**src/rtl/svm_seq_driver_if.sv**
```systemverilog
// Sample and result valid/ready streams between the
// sample source/result sink and the SVM sequence driver.
interface svm_seq_driver_if #(
    parameter int SAMPLE_W   = 44,
    parameter int CLASS_BITS = 3
);
    logic                  s_valid;
    logic                  s_ready;
    logic [SAMPLE_W-1:0]   s_sample;
    logic [CLASS_BITS-1:0] s_label;

    logic                  r_valid;
    logic                  r_ready;
    logic [CLASS_BITS-1:0] r_class;
    logic [CLASS_BITS-1:0] r_label;
    logic                  r_match;
    logic                  r_timeout;

    modport master (
        output s_valid, s_sample, s_label, r_ready,
        input  s_ready, r_valid, r_class, r_label,
        input  r_match, r_timeout
    );

    modport slave (
        input  s_valid, s_sample, s_label, r_ready,
        output s_ready, r_valid, r_class, r_label,
        output r_match, r_timeout
    );
endinterface

```
**src/rtl/svm_seq_driver.sv**
```systemverilog
// Sequencer feeding labelled samples to the sequential SVM classifier,
// restarting it per sample and reporting prediction, verdict and accuracy.
module svm_seq_driver #(
    parameter int N_FEATURES   = 11,
    parameter int FEATURE_BITS = 4,
    parameter int CLASS_BITS   = 3,
    parameter int CNT_WIDTH    = 16,
    parameter int TIMEOUT      = 1023
) (
    input  logic                                 clk,
    input  logic                                 rst,
    svm_seq_driver_if.slave                      bus,
    input  logic                                 clr_cnt,
    output logic [N_FEATURES*FEATURE_BITS-1:0]   clf_in,
    output logic                                 clf_rst_n,
    input  logic                                 clf_ready,
    input  logic [CLASS_BITS-1:0]                clf_class,
    output logic [CNT_WIDTH-1:0]                 total_cnt,
    output logic [CNT_WIDTH-1:0]                 correct_cnt,
    output logic                                 busy
);
    localparam int SW   = N_FEATURES * FEATURE_BITS;
    localparam int TO_W = $clog2(TIMEOUT);
    localparam logic [TO_W-1:0] TO_LAST = TO_W'(TIMEOUT - 1);

    typedef enum logic [1:0] {IDLE, RESTART, RUN, RESULT} state_e;

    state_e                state_q, state_d;
    logic [SW-1:0]         clf_in_q, clf_in_d;
    logic [CLASS_BITS-1:0] label_q, label_d;
    logic [CLASS_BITS-1:0] cls_q, cls_d;
    logic                  match_q, match_d;
    logic                  tmo_q, tmo_d;
    logic [TO_W-1:0]       tcnt_q, tcnt_d;
    logic                  rdy_q, rdy_d;
    logic                  rstn_q, rstn_d;
    logic [CNT_WIDTH-1:0]  total_q, total_d;
    logic [CNT_WIDTH-1:0]  correct_q, correct_d;
    logic                  rise;
    logic                  capture;
    logic                  hit;

    assign rise = clf_ready & ~rdy_q;

    always_comb begin
        state_d   = state_q;
        clf_in_d  = clf_in_q;
        label_d   = label_q;
        cls_d     = cls_q;
        match_d   = match_q;
        tmo_d     = tmo_q;
        tcnt_d    = tcnt_q;
        rdy_d     = rdy_q;
        total_d   = total_q;
        correct_d = correct_q;
        capture   = 1'b0;
        hit       = 1'b0;
        unique case (state_q)
            IDLE: begin
                if (bus.s_valid) begin
                    clf_in_d = bus.s_sample;
                    label_d  = bus.s_label;
                    state_d  = RESTART;
                end
            end
            RESTART: begin
                tcnt_d  = '0;
                rdy_d   = 1'b1;
                state_d = RUN;
            end
            RUN: begin
                rdy_d  = clf_ready;
                tcnt_d = tcnt_q + 1'b1;
                // a genuine edge beats a timeout landing on the same cycle
                if (rise) begin
                    hit     = (clf_class == label_q);
                    cls_d   = clf_class;
                    tmo_d   = 1'b0;
                    match_d = hit;
                    capture = 1'b1;
                    state_d = RESULT;
                end else if (tcnt_q == TO_LAST) begin
                    cls_d   = '0;
                    tmo_d   = 1'b1;
                    match_d = 1'b0;
                    capture = 1'b1;
                    state_d = RESULT;
                end
            end
            RESULT: begin
                if (bus.r_ready) state_d = IDLE;
            end
            default: state_d = IDLE;
        endcase

        if (capture) begin
            if (clr_cnt) begin
                total_d   = CNT_WIDTH'(1);
                correct_d = CNT_WIDTH'(hit);
            end else begin
                if (total_q != '1) total_d = total_q + 1'b1;
                if (hit && correct_q != '1)
                    correct_d = correct_q + 1'b1;
            end
        end else if (clr_cnt) begin
            total_d   = '0;
            correct_d = '0;
        end

        rstn_d = (state_d == RUN) || (state_d == RESULT);
    end

    always_ff @(posedge clk) begin
        if (rst) begin
            state_q   <= IDLE;
            clf_in_q  <= '0;
            label_q   <= '0;
            cls_q     <= '0;
            match_q   <= 1'b0;
            tmo_q     <= 1'b0;
            tcnt_q    <= '0;
            rdy_q     <= 1'b0;
            rstn_q    <= 1'b0;
            total_q   <= '0;
            correct_q <= '0;
        end else begin
            state_q   <= state_d;
            clf_in_q  <= clf_in_d;
            label_q   <= label_d;
            cls_q     <= cls_d;
            match_q   <= match_d;
            tmo_q     <= tmo_d;
            tcnt_q    <= tcnt_d;
            rdy_q     <= rdy_d;
            rstn_q    <= rstn_d;
            total_q   <= total_d;
            correct_q <= correct_d;
        end
    end

    assign bus.s_ready   = (state_q == IDLE) & ~rst;
    assign bus.r_valid   = (state_q == RESULT);
    assign bus.r_class   = cls_q;
    assign bus.r_label   = label_q;
    assign bus.r_match   = match_q;
    assign bus.r_timeout = tmo_q;
    assign clf_in        = clf_in_q;
    assign clf_rst_n     = rstn_q;
    assign total_cnt     = total_q;
    assign correct_cnt   = correct_q;
    assign busy          = (state_q != IDLE);
endmodule

```
**src/flat_wrapper.sv**
```systemverilog
// flat-port wrapper written by rule: the top's interface ports become plain ports
module svm_seq_driver_flat 
#(
    parameter int N_FEATURES   = 11,
    parameter int FEATURE_BITS = 4,
    parameter int CLASS_BITS   = 3,
    parameter int CNT_WIDTH    = 16,
    parameter int TIMEOUT      = 1023
)
  (clk, rst, clr_cnt, clf_in, clf_rst_n, clf_ready, clf_class, total_cnt, correct_cnt, busy, bus_s_valid, bus_s_sample, bus_s_label, bus_r_ready, bus_s_ready, bus_r_valid, bus_r_class, bus_r_label, bus_r_match, bus_r_timeout);
  svm_seq_driver_if #(.SAMPLE_W(44), .CLASS_BITS(CLASS_BITS)) bus_i ();
  input  logic clk;
  input  logic rst;
  input  logic clr_cnt;
  output logic [N_FEATURES*FEATURE_BITS-1:0] clf_in;
  output logic clf_rst_n;
  input  logic clf_ready;
  input  logic [CLASS_BITS-1:0] clf_class;
  output logic [CNT_WIDTH-1:0] total_cnt;
  output logic [CNT_WIDTH-1:0] correct_cnt;
  output logic busy;
  input wire logic [$bits(bus_i.s_valid)-1:0] bus_s_valid;
  input wire logic [$bits(bus_i.s_sample)-1:0] bus_s_sample;
  input wire logic [$bits(bus_i.s_label)-1:0] bus_s_label;
  input wire logic [$bits(bus_i.r_ready)-1:0] bus_r_ready;
  output wire logic [$bits(bus_i.s_ready)-1:0] bus_s_ready;
  output wire logic [$bits(bus_i.r_valid)-1:0] bus_r_valid;
  output wire logic [$bits(bus_i.r_class)-1:0] bus_r_class;
  output wire logic [$bits(bus_i.r_label)-1:0] bus_r_label;
  output wire logic [$bits(bus_i.r_match)-1:0] bus_r_match;
  output wire logic [$bits(bus_i.r_timeout)-1:0] bus_r_timeout;
  assign bus_i.s_valid = bus_s_valid;
  assign bus_i.s_sample = bus_s_sample;
  assign bus_i.s_label = bus_s_label;
  assign bus_i.r_ready = bus_r_ready;
  assign bus_s_ready = bus_i.s_ready;
  assign bus_r_valid = bus_i.r_valid;
  assign bus_r_class = bus_i.r_class;
  assign bus_r_label = bus_i.r_label;
  assign bus_r_match = bus_i.r_match;
  assign bus_r_timeout = bus_i.r_timeout;
  svm_seq_driver #(.N_FEATURES(N_FEATURES), .FEATURE_BITS(FEATURE_BITS), .CLASS_BITS(CLASS_BITS), .CNT_WIDTH(CNT_WIDTH), .TIMEOUT(TIMEOUT)) u_core (.clk(clk), .rst(rst), .bus(bus_i), .clr_cnt(clr_cnt), .clf_in(clf_in), .clf_rst_n(clf_rst_n), .clf_ready(clf_ready), .clf_class(clf_class), .total_cnt(total_cnt), .correct_cnt(correct_cnt), .busy(busy));
endmodule
```
**config.mk**
```make
export PLATFORM = sky130hd
export DESIGN_NAME = svm_seq_driver_flat
export DESIGN_NICKNAME = d
export VERILOG_FILES = /design/src/rtl/svm_seq_driver_if.sv /design/src/rtl/svm_seq_driver.sv /design/src/flat_wrapper.sv
export SDC_FILE = /design/constraint.sdc
export NUM_CORES = 1
export LEC_CHECK = 0
export CAP_MARGIN = 0
export CORE_MARGIN = 4
export CORE_UTILIZATION = 40
export CTS_CLUSTER_DIAMETER = 40
export DETAILED_ROUTE_END_ITERATION = 8
export PLACE_DENSITY = 0.84
export RECOVER_POWER = 100
export SYNTH_ARGS = -nofsm -noshare
export SYNTH_HDL_FRONTEND = slang
export SYNTH_SLANG_ARGS = --single-unit
```
**constraint.sdc**
```tcl
create_clock -name clk -period 4.7 [get_ports clk]
set_input_delay 0.94 -clock clk [delete_from_list [all_inputs] [get_ports clk]]
set_output_delay 0.94 -clock clk [all_outputs]
set_load 0.01 [all_outputs]
```
==> After elaboration in Yosys (flattened, before gate mapping) <==
Cells that the tools add are included.
{ "word_totals": {"ff_bits": 98, "inputBits": 56, "output_inout_bits": 88, "word_cells": 65} }
{ "op_classes": {"addsub": 3, "n_eq_ne": 9, "n_mux": 25, "bitwise_logic": 4, "n_reduce_logical": 13} }
{ "op_table": {"columns": ["cell", "n"], "rows": [
  ["2-to-1 mux 16 bit", 7],
  ["adder 16 x 1 -> 16 bit, second input constant", 2],
  ["!= test 16 bit, second input constant", 2],
  ["case mux 10 bit (2 select lines)", 1],
  ["nonzero test 2 bit", 6],
  ["adder 10 x 1 -> 10 bit, second input constant", 1],
  ["equality test 10 bit, second input constant", 1],
  ["2-to-1 mux 1 bit", 9],
  ["equality test 2 bit, second input constant", 4],
  ["2-to-1 mux 2 bit", 4],
  ["case mux 2 bit (4 select lines)", 1],
  ["AND reduction 2 bit", 4],
  ["2-to-1 mux 3 bit", 2],
  ["equality test 3 bit", 1],
  ["AND 1 bit", 2],
  ["equality test 2 x 1 -> 1 bit, second input constant", 1],
  ["logical NOT 2 bit", 1],
  ["NOT 1 bit", 2],
  ["case mux 1 bit (2 select lines)", 1],
  ["logical AND 1 bit", 1],
  ["logical OR 1 bit", 1]
]} }

==> Logic depth before layout (Yosys ltp) <==
{ "logic_depth": {"ltp_word": 8, "ltp_mapped": 10, "depth_no_buf": 7} }

==> Worst setup path before layout <==
Ideal clock, no wire load.
{ "synth_path": {"path_type": "input -> output", "from": "input rst", "to": "output bus_s_ready", "arrival_time_ns": 1.591, "required_time_ns": 3.760, "setup_slack_ns": 2.169, "path_stages": 3, "n_path_buf": 2, "path_cell_list": "clkbuf_1 -> clkbuf_1 -> nor2_1"} }
{ "synth_via": {"elab_chain_cells": 2} }
{ "synth_rtl": {"columns": ["element", "line", "text"], "rows": [
  ["from (decl)", "flat_wrapper.sv:13", "input logic rst;"],
  ["NOT 1 bit", "svm_seq_driver.sv:141", "assign bus.s_ready = (state_q == IDLE) & ~rst;"],
  ["AND 1 bit", "svm_seq_driver.sv:141", null],
  ["to (decl)", "flat_wrapper.sv:26", "output wire logic [$bits(bus_i.s_ready)-1:0] bus_s_ready;"]
]} }
No other way between the ends.

==> Worst setup path in the final report <==
{ "layout_path": {"from": "input clf_ready", "to": "register u_core.correct_q[10], in the netlist u_core.correct_cnt[10]"} }
{ "layout_via": {"elab_chain_cells": 6, "elab_cells_between_ends": 10, "cone_classes": "mux: 5; bitwise: 1; reduce/logical: 4"} }
{ "layout_rtl": {"columns": ["element", "line", "text"], "rows": [
  ["from (decl)", "flat_wrapper.sv:17", "input logic clf_ready;"],
  ["AND 1 bit (*)", "svm_seq_driver.sv:43", "assign rise = clf_ready & ~rdy_q;"],
  ["2-to-1 mux 1 bit", "svm_seq_driver.sv:75", "if (rise) begin"],
  ["2-to-1 mux 1 bit", "svm_seq_driver.sv:58", "unique case (state_q)"],
  ["logical AND 1 bit", "svm_seq_driver.sv:102", "if (hit && correct_q != '1)"],
  ["nonzero test 2 bit (no source line)", null, null],
  ["AND reduction 2 bit (no source line)", null, null],
  ["to (signal assigned)", "svm_seq_driver.sv:137", "correct_q <= correct_d;"],
  ["to (decl)", "svm_seq_driver.sv:38", "logic [CNT_WIDTH-1:0] correct_q, correct_d;"]
]} }
Every way passes the cells marked *; elsewhere a longest branch is shown, timed or not.
A chain may end at the register's enable or synchronous reset.

==> out/qor.json <==
{
  "dominantRegCellSynth": "dfxtp_1",
  "post_synth.cell_area_avg_um2": 8.40,
  "synth_async_sr_flop_share": 0,
  "path_clk_slew_ps": 90,
  "insertion_delay_ps": 350,
  "area_delta_synth_final_pct": 38.3,
  "cts_num_sinks": 98,
  "critical_path_arrival_ps": 3240,
  "finalWorstPathRequiredPeriod_ps": 3010,
  "dieHeight_um": 110,
  "synth-seq-cells": 98,
  "gp_congestion": 0.875,
  "track_usage": 0.183,
  "critical_path_depth": 6,
  "wp_data_required_ps": 4930,
  "worst-slew-pin-transition_ps": 962,
  "number_of_cell_instances_on_the_worst_register_to_register_path": 7,
  "initial_antenna_violation_count": 1,
  "timing.setup.critical_path_class": "in2reg",
  "critPathMaxFanout": 16,
  "timing.final.max_slew_violations": 0,
  "cts_htree_levels": 3,
  "numPortBuffers": 143,
  "detail_route.iter0.violations": 238,
  "drt_wl_total_mm": 11.0,
  "grt_overflow": 0,
  "remaining_drc_errors": 0,
  "grt_setup_unrepaired": "false",
  "dr_wl_met2_mm": 5.26,
  "wl_met1_mm": 4.33,
  "worstSetupEndpointType": "flop",
  "holdBufCountCts": 0,
  "grt_max_degree": 65,
  "final_cell_area_um2": 5790,
  "synth.distinct_cells": 55,
  "critPathBufInv": 1,
  "final_hold_viol_count": 0,
  "worst_slew_margin_rel": 0.357,
  "ys_seq_area_frac": 0.469,
  "cts.repair_timing.setup_buffer_count": 0,
  "reg2reg_to": "u_core.correct_cnt[10]$_SDFFE_PP0P_",
  "synth_edf_count": 0,
  "worstReg2RegStart": "u_core.state_q[0]$_SDFF_PP0_",
  "syn_area_um2": 4180,
  "drt_pass1_iterations": 4,
  "setup_viol": 0,
  "yosys_warnings": 0,
  "row_count": 37,
  "whs_ps": 452,
  "fin_tns_setup_ps": 0,
  "min_period_over_period": 0.640,
  "drv.max_cap_violation_count": 0,
  "die_x_um": 110,
  "crit_path_cell_trace": "dlygate4sd3_1 -> and3b_1 -> nand4_1 -> nor4b_1 -> xnor2_1 -> nor2_1",
  "place_hpwl_mm": 8.19,
  "critical_path.startpoint_type": "input pin",
  "max_stage_delay_ps": 610,
  "tritoncts.num_buffers": 9,
  "crit_family": "simple AND/OR/NAND/NOR gates",
  "post_cts_resized": 0,
  "route.vias.total": 4000,
  "cts.root.buffer_cell": "clkbuf_8",
  "ports_placed_on_the_boundary": 144,
  "initial_core_util": 0.407,
  "die_area_um2": 12200,
  "clock_skew_ps": 12.2,
  "vdd_drop_max_uv": 228,
  "cts-root-to-sink-buffers": 2,
  "grt_first_pass_wirelength_mm": 17.6,
  "crit_path_end": "u_core.correct_cnt[10]$_SDFFE_PP0P_",
  "vias_per_cell": 5.20,
  "gate_count_of_the_mapped_netlist": 498,
  "highest_routing_layer_actually_used": "met4",
  "worstHoldPathType": "reg2reg",
  "tritoncts": "done",
  "preCtsSetupSlack_ps": 1610,
  "synth.net_count": 563,
  "num-fill-cells": 925,
  "post_route_cells_drive_above_1_share": 0.0411,
  "route.met3.wl_mm": 1.24,
  "via_count_of_the_first_global_routing_pass": 3778,
  "power.static_leakage_nw": 2.21,
  "outcome": "complete, no violations",
  "postLayoutCoreUtil": 0.563,
  "postPlaceCellArea_um2": 5650,
  "detail-route-antenna-nets": 0,
  "core_area_um2": 10300,
  "timing.critical_path.slowest_stage_cell": "nor4b_1",
  "powerDensity_nw_per_um2": 370,
  "route.detailed.wl_per_inst_um": 14.3,
  "max_freq_mhz": 333,
  "finalWorstSetupSlack_ps": 1690,
  "startpoint": "clf_ready",
  "r2r_setup_slack_ps": 1990,
  "finalNetCount": 692
}
## report_power, final
group | internal, W | total, W | leakage, nW | switching, W
combinational | 0.000281 | 0.000652 | 1.33 | 0.000370
clock | 0.000223 | 0.000509 | 0.0859 | 0.000285
sequential | 0.000926 | 0.000981 | 0.798 | 0.0000554
total | 0.00143 | 0.00214 | 2.21 | 0.000711
## layout make-up
| class | count | area, um2 | area share |
|---|---|---|---|
| Antenna cell | 1 | 2.50 | 0.000432 |
| Clock buffer | 13 | 159 | 0.0275 |
| Inverter | 11 | 41.3 | 0.00714 |
| Timing Repair Buffer | 147 | 1450 | 0.251 |
| Clock inverter | 3 | 23.8 | 0.00411 |
| Multi-Input combinational cell | 360 | 1980 | 0.342 |
| Sequential cell | 98 | 1960 | 0.339 |
| Tap cell | 136 | 170 | 0.0294 |
## cells in the mapped netlist (all sizes together) (3+ instances only)
cell / number / area, um2
or2: 4 / 25.0
nand2: 111 / 417
inv: 11 / 41.3
nand2b: 3 / 18.8
xnor2: 17 / 149
nor4b: 3 / 26.3
nor2: 33 / 124
or3: 10 / 63.8
buf: 10 / 81.3
xor2: 7 / 61.3
o21ai: 15 / 75.1
nor3: 7 / 35.0
and4: 5 / 47.6
a21oi: 67 / 335
a211oi: 4 / 30.0
nor4: 6 / 37.5
dfxtp: 98 / 1960
o211ai: 3 / 36.3
ha: 9 / 113
a22oi: 3 / 22.5
nand3: 12 / 60.1
clkbuf: 18 / 67.6
nand4: 13 / 87.6
## through the flow
stage	total power, W	instances
6_report	0.00214	769
3_5_place_dp	0.00170	752
3_3_place_gp	0.00168	752
2_1_floorplan	0.00139	498
4_1_cts	0.00221	768
5_1_grt	0.00228	769
## layout by cell type, fill, tap and decap left out, types with 6 or more instances in the layout
cell type	Yosys	layout
dlygate4sd3_1	0	92
nor2_1	33	33
nor4_1	6	6
nand3_1	12	12
clkdlybuf4s50_1	0	50
o21ai_0	15	15
xnor2_1	17	17
nand2_1	111	111
nor3_1	7	7
xor2_1	7	7
a21oi_1	67	67
nand4_1	12	13
clkbuf_8	0	11
dfxtp_1	98	98
inv_1	11	11
or3_1	9	9
ha_1	9	9
## flip-flops by register name, summed over array words and instances, names as in the netlist, 2 cells and up
register and count:
u_core.bus.r_class 3, u_core.bus.r_label 3, u_core.clf_in 44, u_core.correct_cnt 16
u_core.state_q 2, u_core.tcnt_q 10, u_core.total_cnt 16
## how the worst min path moves through the flow
stage / depth (start not counted) / start / end
after CTS: 2 / u_core.clf_in[17]$_SDFFE_PP0P_ / u_core.clf_in[17]$_SDFFE_PP0P_
final: 2 / u_core.clf_in[17]$_SDFFE_PP0P_ / u_core.clf_in[17]$_SDFFE_PP0P_
after floorplan: 2 / u_core.rdy_q$_SDFFE_PP0P_ / u_core.rdy_q$_SDFFE_PP0P_
after global placement: 2 / u_core.clf_in[14]$_SDFFE_PP0P_ / u_core.clf_in[14]$_SDFFE_PP0P_
after global routing: 2 / u_core.clf_in[29]$_SDFFE_PP0P_ / u_core.clf_in[29]$_SDFFE_PP0P_
after detailed placement: 2 / u_core.clf_in[37]$_SDFFE_PP0P_ / u_core.clf_in[37]$_SDFFE_PP0P_
## worst reg2reg max path, cell delays in order, from the launching register on
cell and delay, ps:
dfxtp_1 350, inv_1 130, ha_1 360, and3b_1 350, nand4_1 530, nor4b_1 610
xnor2_1 200, nor2_1 60
## logic make-up (layout without fill, tap and decap cells)
group / Yosys count / in the layout / synth area share
compound gates: 110 / 110 / 0.162
xor+xnor: 24 / 24 / 0.0503
fa+ha+maj: 9 / 9 / 0.0269
buf+inv: 40 / 174 / 0.0476
flops: 98 / 98 / 0.469
mux: 1 / 1 / 0.00239
other cells: 0 / 1 / 0
simple gates: 216 / 216 / 0.242
## layer usage
layer  GRT usage  up-vias
met5           0        -
met4      0.0589        0
met3      0.0914        9
met2       0.301      138
met1       0.207     1875
li1            -     1978
No activity file was read; power rests on OpenSTA's default activity.
==> RTL change, RTL diff (config.mk and constraints unchanged) <==
Encoding of `state_e`: now one-hot (4 bits for 4 states).
--- a/src/rtl/svm_seq_driver.sv
+++ b/src/rtl/svm_seq_driver.sv
@@ -23,7 +23,7 @@
     localparam int TO_W = $clog2(TIMEOUT);
     localparam logic [TO_W-1:0] TO_LAST = TO_W'(TIMEOUT - 1);
 
-    typedef enum logic [1:0] {IDLE, RESTART, RUN, RESULT} state_e;
+    typedef enum logic [3:0] {IDLE = 4'b0001, RESTART = 4'b0010, RUN = 4'b0100, RESULT = 4'b1000} state_e;
 
     state_e                state_q, state_d;
     logic [SW-1:0]         clf_in_q, clf_in_d;
Check against the original RTL: same outputs for any inputs over 10 cycles, from zero or initial values and one cycle with rst high; not proved beyond that.
==> RTL change against the unedited design <==
  * The flow now finishes with violations (capacitance limit, slew limit)
  * Final cell count increased by 5.9%
  * Final area up 4.5%
  * Die area is 4.6% higher
  * Sequential cell count grew 2
  * Area after synthesis increased by 4.9%
  * Global-route usage increased by 0.46 points
  * Critical path type is now in2out
  * Worst setup slack worse by 230 ps
  * Clock skew grew 1.2 ps
  * First-iteration DRC count grew 29%
  * Wire length grew 13%
Power is not compared: it rests on default switching activity, and its combinational part moved more than twofold at a synthesized area within 25%.
==> RTL change: results (changes against the unedited design) <==
metric	value	unit	change
status	complete, but fails checks		was finished, final reports clean
failing checks	capacitance limit, slew limit		
cells on worst reg2reg path	5		was 7
drt total wl	12400	um	was 11000 um
number of antenna diodes	0		was 1
Via-to-Cell Ratio	5.52		was 5.20
Net count, final	733		was 692
Post-synth top cells	123 x nand2_1, 100 x dfxtp_1, 77 x a21oi_1		was 111 x nand2_1, 98 x dfxtp_1, 67 x a21oi_1
portion of netlist area occupied by mux cells	1.68	%	was 0.239%
placer congestion estimate	0.879		was 0.875
Hold Startpoint	u_core.clf_in[14]		was u_core.clf_in[17]
CP max FO	44		was 16
metal3 WL	1330	um	was 1240 um
r2r setup slk	1610	ps	was 1990 ps
DP Area	5870	sq um	was 5650 sq um
worst reg2reg path startpoint	u_core.state_q[0]		unchanged
grt met3 use	7.54	%	was 9.14%
Synth Area in Compound Gates	18.0	%	was 16.2%
GR met1 Demand/Resource	21.5	%	was 20.7%
Pins Over Slew Limit	47		was 0
DR pass1 iterations	5		was 4
GRT Util Overall	18.7	%	was 18.3%
GR Util met2	31.2	%	was 30.1%
First DRT Iteration DRCs	308		was 238
Layout Utilization	57.5	%	was 56.3%
Max Cap Viol	1		was 0
Power Total	1.67	mW	
critical path capture point	bus_s_ready		was u_core.correct_cnt[10]
Fin Clk Skew	13.3	ps	was 12.2 ps
dominant cells by area after synthesis	dfxtp_1 46%, nand2_1 11%, a21oi_1 8.8%		was dfxtp_1 47%, nand2_1 10%, a21oi_1 8.0%
number of global-route vias before repair	4239		was 3778
crit path from	rst		was clf_ready
share of layout cells above drive strength 1	3.39	%	was 4.11%
largest net degree at the start of global routing	47		was 65
initial antenna violation count	0		was 1
==> RTL change: changes by cell type after synthesis, sizes merged, moves of 6 or more <==
cell / delta
xnor2: -14
nand2: +13
a21oi: +10
clkbuf: +9
a31oi: +7
xor2: -7
and2: +6
inv: -6
nor2b: +6
o21ai: +6
o31ai: +6
==> RTL change: area by class of cell <==
type | count | area share, %
sequential | 100 | 33.1
clock buffer | 9 | 2.05
tap | 136 | 2.82
clock inverter | 7 | 1.08
timing repair buffer | 146 | 23.8
multi-input combinational | 411 | 36.8
inverter | 5 | 0.310
==> RTL change: logic make-up after synthesis <==
logic type | count (synthesis)
compound gates | 136
xor+xnor | 3
fa+ha+maj | 4
buf+inv | 38
flops | 100
mux | 7
simple gates | 261
==> RTL change: through the flow <==
step                hold WS (ps)  instances
detailed placement           446        798
global route                 478        814
global placement             441        798
finish                       456        814
floorplan                    441        549
CTS                          460        814
==> RTL change: critical path, stage by stage <==
cell and delay [ps]:
buf_2 600, nor2_1 110, dlygate4sd3_1 640
